## config.mk

```make
export PLATFORM = sky130hd
export DESIGN_NAME = band_energy_meter
export DESIGN_NICKNAME = d
export VERILOG_FILES = /design/src/rtl/band_energy_meter.sv
export SDC_FILE = /design/constraint.sdc
export NUM_CORES = 2
export LEC_CHECK = 0
export CORE_MARGIN = 5
export CORE_UTILIZATION = 30
export CTS_CLUSTER_SIZE = 25
export DETAILED_ROUTE_END_ITERATION = 6
export HOLD_SLACK_MARGIN = 0.12
export PLACE_DENSITY_LB_ADDON = 0.15
export SLEW_MARGIN = 20
export SYNTH_ARGS = -nofsm -noshare
export SYNTH_HDL_FRONTEND = slang
export SYNTH_SLANG_ARGS = --single-unit
```

## constraint.sdc

```tcl
create_clock -name clock -period 15.2 [get_ports clock]
set_clock_uncertainty 0.2 [all_clocks]
set_input_delay 2.28 -clock clock [delete_from_list [all_inputs] [get_ports clock]]
set_output_delay 2.28 -clock clock [all_outputs]
set_load 0.02 [all_outputs]
```

## src/rtl/band_energy_meter.sv

```systemverilog
// -----------------------------------------------------------------------------
// band_energy_meter
//
// Per-band leaky-integrated energy meter for the 8-channel polyphase filter
// bank. Each din_enable captures the eight filter outputs (they still hold the
// previous sample's final results). A single time-shared squarer then updates
// one band energy per cycle over eight cycles. The eight energies are then
// streamed out as valid/ready beats, band 0 first.
//
// Energy update per band (41-bit intermediate, saturating to EW bits):
//   e <= sat(e - (e >> LEAK_SHIFT) + band*band)
//
// Ports
//   clock         in   master clock, rising edge
//   reset         in   asynchronous, active-high master reset
//   din_enable    in   1-cycle strobe per input sample (same as filter bank)
//   band0..band7  in   signed 16-bit filter-bank outputs
//   energy_clear  in   synchronous clear of all energies; aborts CALC/EMIT
//   out_valid     out  stream beat valid (EMIT state)
//   out_ready     in   consumer accepts the beat
//   out_band      out  band index of the current beat
//   out_energy    out  e[out_band][39:8]
//   overrun       out  sticky: a sample arrived while CALC/EMIT was running
//   busy          out  high in CALC and EMIT
//
// Optional build macro PEAK_BAND_EN adds:
//   peak_band     out  index of the largest energy after the last CALC step
//                      (ties resolve to the lowest index)
//   peak_valid    out  1-cycle pulse coincident with the first EMIT cycle
// -----------------------------------------------------------------------------
module band_energy_meter #(
  parameter int LEAK_SHIFT = 6,
  parameter int EW         = 40
) (
  input  logic               clock,
  input  logic               reset,
  input  logic               din_enable,
  input  logic signed [15:0] band0,
  input  logic signed [15:0] band1,
  input  logic signed [15:0] band2,
  input  logic signed [15:0] band3,
  input  logic signed [15:0] band4,
  input  logic signed [15:0] band5,
  input  logic signed [15:0] band6,
  input  logic signed [15:0] band7,
  input  logic               energy_clear,
  output logic               out_valid,
  input  logic               out_ready,
  output logic [2:0]         out_band,
  output logic [31:0]        out_energy,
  output logic               overrun,
`ifdef PEAK_BAND_EN
  output logic [2:0]         peak_band,
  output logic               peak_valid,
`endif
  output logic               busy
);

  localparam int DATA_W = 16;
  localparam int SQ_W   = 2 * DATA_W;

  typedef enum logic [1:0] {
    IDLE = 2'd0,
    CALC = 2'd1,
    EMIT = 2'd2
  } state_t;

  state_t                    state_q, state_d;
  logic [2:0]                ch_q, ch_d;
  logic                      overrun_q, overrun_d;
  logic signed [DATA_W-1:0]  cap_q [8];
  logic signed [DATA_W-1:0]  cap_d [8];
  logic [EW-1:0]             e_q   [8];
  logic [EW-1:0]             e_d   [8];

  // Clamp the 41-bit update back into the EW-bit register. The worst case is
  // (2^EW - 1) + 2^30, so only the single carry bit can be set on overflow.
  function automatic logic [EW-1:0] sat_energy(input logic [EW:0] n);
    return n[EW] ? {EW{1'b1}} : n[EW-1:0];
  endfunction

  // ---------------------------------------------------------------------------
  // Time-shared squarer and leaky-integrator update for channel ch_q
  // ---------------------------------------------------------------------------
  logic signed [DATA_W-1:0] cap_sel;
  logic signed [SQ_W-1:0]   cap_ext;
  logic signed [SQ_W-1:0]   sq_s;
  logic [SQ_W-1:0]          sq;
  logic [EW-1:0]            e_sel;
  logic [EW:0]              n_upd;
  logic [EW-1:0]            e_new;

  always_comb begin
    cap_sel = cap_q[ch_q];
    cap_ext = SQ_W'(cap_sel);
    sq_s    = cap_ext * cap_ext;
    // A square is never negative; the largest value is (-32768)^2 = 2^30.
    sq      = unsigned'(sq_s);
    e_sel   = e_q[ch_q];
    n_upd   = {1'b0, e_sel} - {1'b0, (e_sel >> LEAK_SHIFT)}
            + {{(EW + 1 - SQ_W){1'b0}}, sq};
    e_new   = sat_energy(n_upd);
  end

  // ---------------------------------------------------------------------------
  // FSM next state, channel counter, capture and energy registers
  // ---------------------------------------------------------------------------
  always_comb begin
    state_d   = state_q;
    ch_d      = ch_q;
    overrun_d = overrun_q;
    for (int i = 0; i < 8; i++) begin
      cap_d[i] = cap_q[i];
      e_d[i]   = e_q[i];
    end

    case (state_q)
      CALC: begin
        e_d[ch_q] = e_new;
        if (ch_q == 3'd7) begin
          state_d = EMIT;
          ch_d    = 3'd0;
        end else begin
          ch_d = ch_q + 3'd1;
        end
      end
      EMIT: begin
        if (out_ready) begin
          if (ch_q == 3'd7) begin
            state_d = IDLE;
            ch_d    = 3'd0;
          end else begin
            ch_d = ch_q + 3'd1;
          end
        end
      end
      default: ;
    endcase

    // Clear wins over any CALC write in the same cycle.
    if (energy_clear) begin
      for (int i = 0; i < 8; i++) begin
        e_d[i] = '0;
      end
      state_d = IDLE;
      ch_d    = 3'd0;
    end

    // A new sample always restarts the pass, even after a same-cycle clear,
    // so CALC then begins from zero energies.
    if (din_enable) begin
      cap_d[0] = band0;
      cap_d[1] = band1;
      cap_d[2] = band2;
      cap_d[3] = band3;
      cap_d[4] = band4;
      cap_d[5] = band5;
      cap_d[6] = band6;
      cap_d[7] = band7;
      state_d  = CALC;
      ch_d     = 3'd0;
      if (state_q != IDLE) begin
        overrun_d = 1'b1;
      end
    end
  end

  always_ff @(posedge clock or posedge reset) begin
    if (reset) begin
      state_q   <= IDLE;
      ch_q      <= 3'd0;
      overrun_q <= 1'b0;
      for (int i = 0; i < 8; i++) begin
        cap_q[i] <= '0;
        e_q[i]   <= '0;
      end
    end else begin
      state_q   <= state_d;
      ch_q      <= ch_d;
      overrun_q <= overrun_d;
      for (int i = 0; i < 8; i++) begin
        cap_q[i] <= cap_d[i];
        e_q[i]   <= e_d[i];
      end
    end
  end

  // ---------------------------------------------------------------------------
  // Stream outputs
  // ---------------------------------------------------------------------------
  always_comb begin
    out_valid  = (state_q == EMIT);
    busy       = (state_q != IDLE);
    overrun    = overrun_q;
    out_band   = out_valid ? ch_q : 3'd0;
    out_energy = out_valid ? e_sel[EW-1:EW-32] : 32'd0;
  end

`ifdef PEAK_BAND_EN
  // ---------------------------------------------------------------------------
  // Peak-band search, evaluated on the last CALC step using the freshly
  // updated channel-7 value in place of its register.
  // ---------------------------------------------------------------------------
  logic [2:0]    peak_band_q, peak_band_d;
  logic          peak_valid_q, peak_valid_d;
  logic [EW-1:0] pk_best;
  logic [EW-1:0] pk_cand;
  logic [2:0]    pk_idx;
  logic          pk_fire;

  always_comb begin
    pk_best = (ch_q == 3'd0) ? e_new : e_q[0];
    pk_cand = '0;
    pk_idx  = 3'd0;
    for (int i = 1; i < 8; i++) begin
      pk_cand = (ch_q == 3'(i)) ? e_new : e_q[i];
      // Strictly greater keeps the lowest index on ties.
      if (pk_cand > pk_best) begin
        pk_best = pk_cand;
        pk_idx  = 3'(i);
      end
    end

    // A pass cut short by a clear or a new sample never reaches EMIT.
    pk_fire      = (state_q == CALC) && (ch_q == 3'd7) && !energy_clear && !din_enable;
    peak_valid_d = pk_fire;
    peak_band_d  = pk_fire ? pk_idx : peak_band_q;
  end

  always_ff @(posedge clock or posedge reset) begin
    if (reset) begin
      peak_band_q  <= 3'd0;
      peak_valid_q <= 1'b0;
    end else begin
      peak_band_q  <= peak_band_d;
      peak_valid_q <= peak_valid_d;
    end
  end

  assign peak_band  = peak_band_q;
  assign peak_valid = peak_valid_q;
`endif

endmodule

```

==> flow_metrics.py <==
metrics = {
    "placement": {
        "hpwl_mm": 71.9,
        "portBuffers": 170,
        "gp_congestion": 0.852,
    },
    "clock_tree": {
        "hold_buffers": 0,
        "cts_tree": "built",
        "root_buffer": "clkbuf_16",
        "cts_resized": 0,
        "clock_sinks": 454,
        "clkSlewWorstSetupHoldPaths_ps": 60,
        "htree_levels": 2,
        "clk_path_buf_depth": 3,
        "cts_made_buffers": 52,
        "clk_latency_ps": 660,
        "cts_setup_buffers": 0,
    },
    "floorplan": {
        "fp-row-count": 117,
        "start_util": 0.303,
        "io_pins": 171,
        "fp.dieW_um": 331,
        "dieArea_um2": 110000,
        "die_height_um": 331,
        "design.core.area_um2": 102000,
    },
    "grt": {
        "gr-total-overflow": 0,
        "grt_max_degree": 155,
        "grt_pass1_wl_mm": 160,
        "grt_usage": 0.194,
        "antenna_found_initial": 0,
        "grt_pass1_vias": 24600,
    },
    "logic_synthesis": {
        "synth_area_per_cell_um2": 10.1,
        "yosys_warnings": 0,
        "syn_inst": 3077,
        "synth_nets": 3616,
        "synth-seq-cells": 454,
        "postSynth.topFlopCell": "dfrtp_1",
        "async_flop_share": 1.00,
        "synth_edf_count": 0,
        "synth_cell_type_count": 65,
        "seq_area_frac_synth": 0.367,
        "netlist_area_um2": 30900,
    },
    "routing": {
        "vias_per_cell": 5.17,
        "route.vias.total": 23700,
        "finalWirelength_mm": 107,
        "drtIter0Drc": 1840,
        "ant_nets": 0,
        "drc": 0,
        "drtPass1Iterations": 5,
        "wire_per_inst_um": 23.4,
    },
    "critical_path": {
        "start_kind": "register",
        "worst_path_max_delay_cell": "dfrtp_1",
        "startpoint": "ch_q[1]",
        "required_ps": 15450,
        "critical_path.endpoint_type": "register",
        "crit_arrival_ps": 12950,
        "slowest_delay_ps": 730,
        "critPathMaxFanout": 46,
        "r2r-start": "ch_q[1]",
        "critPathKind": "reg -> reg",
        "crit_top_cell": "fa_1",
    },
    "worst_hold_path": {
        "holdCritPathClass": "reg -> reg",
        "holdCritStartpoint": "overrun",
    },
    "final_layout": {
        "diodes": 0,
        "layout_commonest_cell": "dfrtp_1",
        "nNetsFinal": 3702,
        "mostFrequentLayoutCells": "dfrtp_1, inv_1, nand2_1",
        "drive_gt1_frac": 0.0951,
        "area_growth_syn_to_layout_pct": 16.2,
    },
    "sta": {
        "relSlewSlack": 0.189,
        "max_freq_mhz": 78.7,
        "setup_viol": 0,
        "finalHoldViolations": 0,
        "tightest_slew_ps": 1210,
        "drv_slew": 0,
        "fin_crit_sh": 0.836,
        "min_period_ps": 12700,
        "rsz0062_at_grt": "false",
        "setup_tns_ps": 0,
    },
    "outcome": {
        "status": "finished, final reports clean",
    },
    "run": {
        "cap_viol_max_count": 0,
    },
}
[layout make-up]
class / count / area (µm²)
Clock buffer: 75 / 1510
Timing Repair Buffer: 212 / 2040
Multi-Input combinational cell: 2065 / 17600
Tap cell: 1368 / 1710
Clock inverter: 22 / 292
Fill cell: 10600 / 66200
Sequential cell: 454 / 11400
Inverter: 378 / 1430
[layer usage]
| metal | up-vias | GRT usage | wire (µm) |
|---|---|---|---|
| li1 | 10600 | - | - |
| met1 | 12300 | 0.287 | 50700 |
| met2 | 611 | 0.300 | 48400 |
| met3 | 108 | 0.0337 | 6220 |
| met4 | 0 | 0.0387 | 1950 |
| met5 | - | 0 | 0 |
[registers in the layout (all words and copies together) (netlist names)]
| register | count |
|---|---|
| cap_q | 128 |
| ch_q | 3 |
| e_q | 320 |
| overrun | 1 |
| state_q | 2 |
[stage by stage]
stage / instance area (µm²) / utilization / worst slack [ps] / cells / hold WS (ps)
3_3_place_gp: 34200 / 0.334 / 2650 / 4477 / 244
6_report: 36000 / 0.352 / 2500 / 4574 / 262
4_1_cts: 36000 / 0.352 / 2610 / 4574 / 271
5_1_grt: 36000 / 0.352 / 1730 / 4574 / 291
2_1_floorplan: 30900 / - / 64.6 / 3077 / 245
3_5_place_dp: 34200 / 0.334 / 2580 / 4477 / 252
[final timing paths]
path	to	slack (ps)	cells past startpoint
worst max-delay path	e_q[210]	2500	37
worst min-delay path	overrun	260	1
worst max register to register	e_q[210]	2500	37
worst min register to register	overrun	260	1
max in group asynchronous	e_q[97]	10820	4
min in group asynchronous	e_q[157]	1930	2
[Yosys cell counts, drive strengths merged (80+ instances only)]
library cell	number	area [µm²]
nor2	160	601
mux2	128	1440
a22o	120	1050
fa	264	5290
dfrtp	454	11400
a21oi	80	419
nand2	339	1270
o21ai	268	1350
inv	371	1390
ha	142	1780
clkbuf	133	499
a22oi	180	1350
[cells by family after synthesis]
| family | Yosys count | share of synthesized area |
|---|---|---|
| compound gates | 779 | 0.169 |
| simple gates | 671 | 0.0955 |
| fa+ha+maj | 406 | 0.228 |
| buf+inv | 558 | 0.0692 |
| mux | 133 | 0.0490 |
| flops | 454 | 0.367 |
| xor+xnor | 76 | 0.0215 |
[critical path, delay by kind of cell (launching register included)]
| family | cells | cell delay (ps) |
|---|---|---|
| DFF | 1 | 730 |
| AOI/OAI and AO/OA | 13 | 3680 |
| and+or+nand+nor | 7 | 2430 |
| xor gates and xnor gates | 2 | 350 |
| buffers and inverters | 6 | 1220 |
| adders and majority gates | 9 | 3830 |
Power is not shown: default switching activity piles up to over one toggle a cycle in this logic, so the estimate is an artifact.
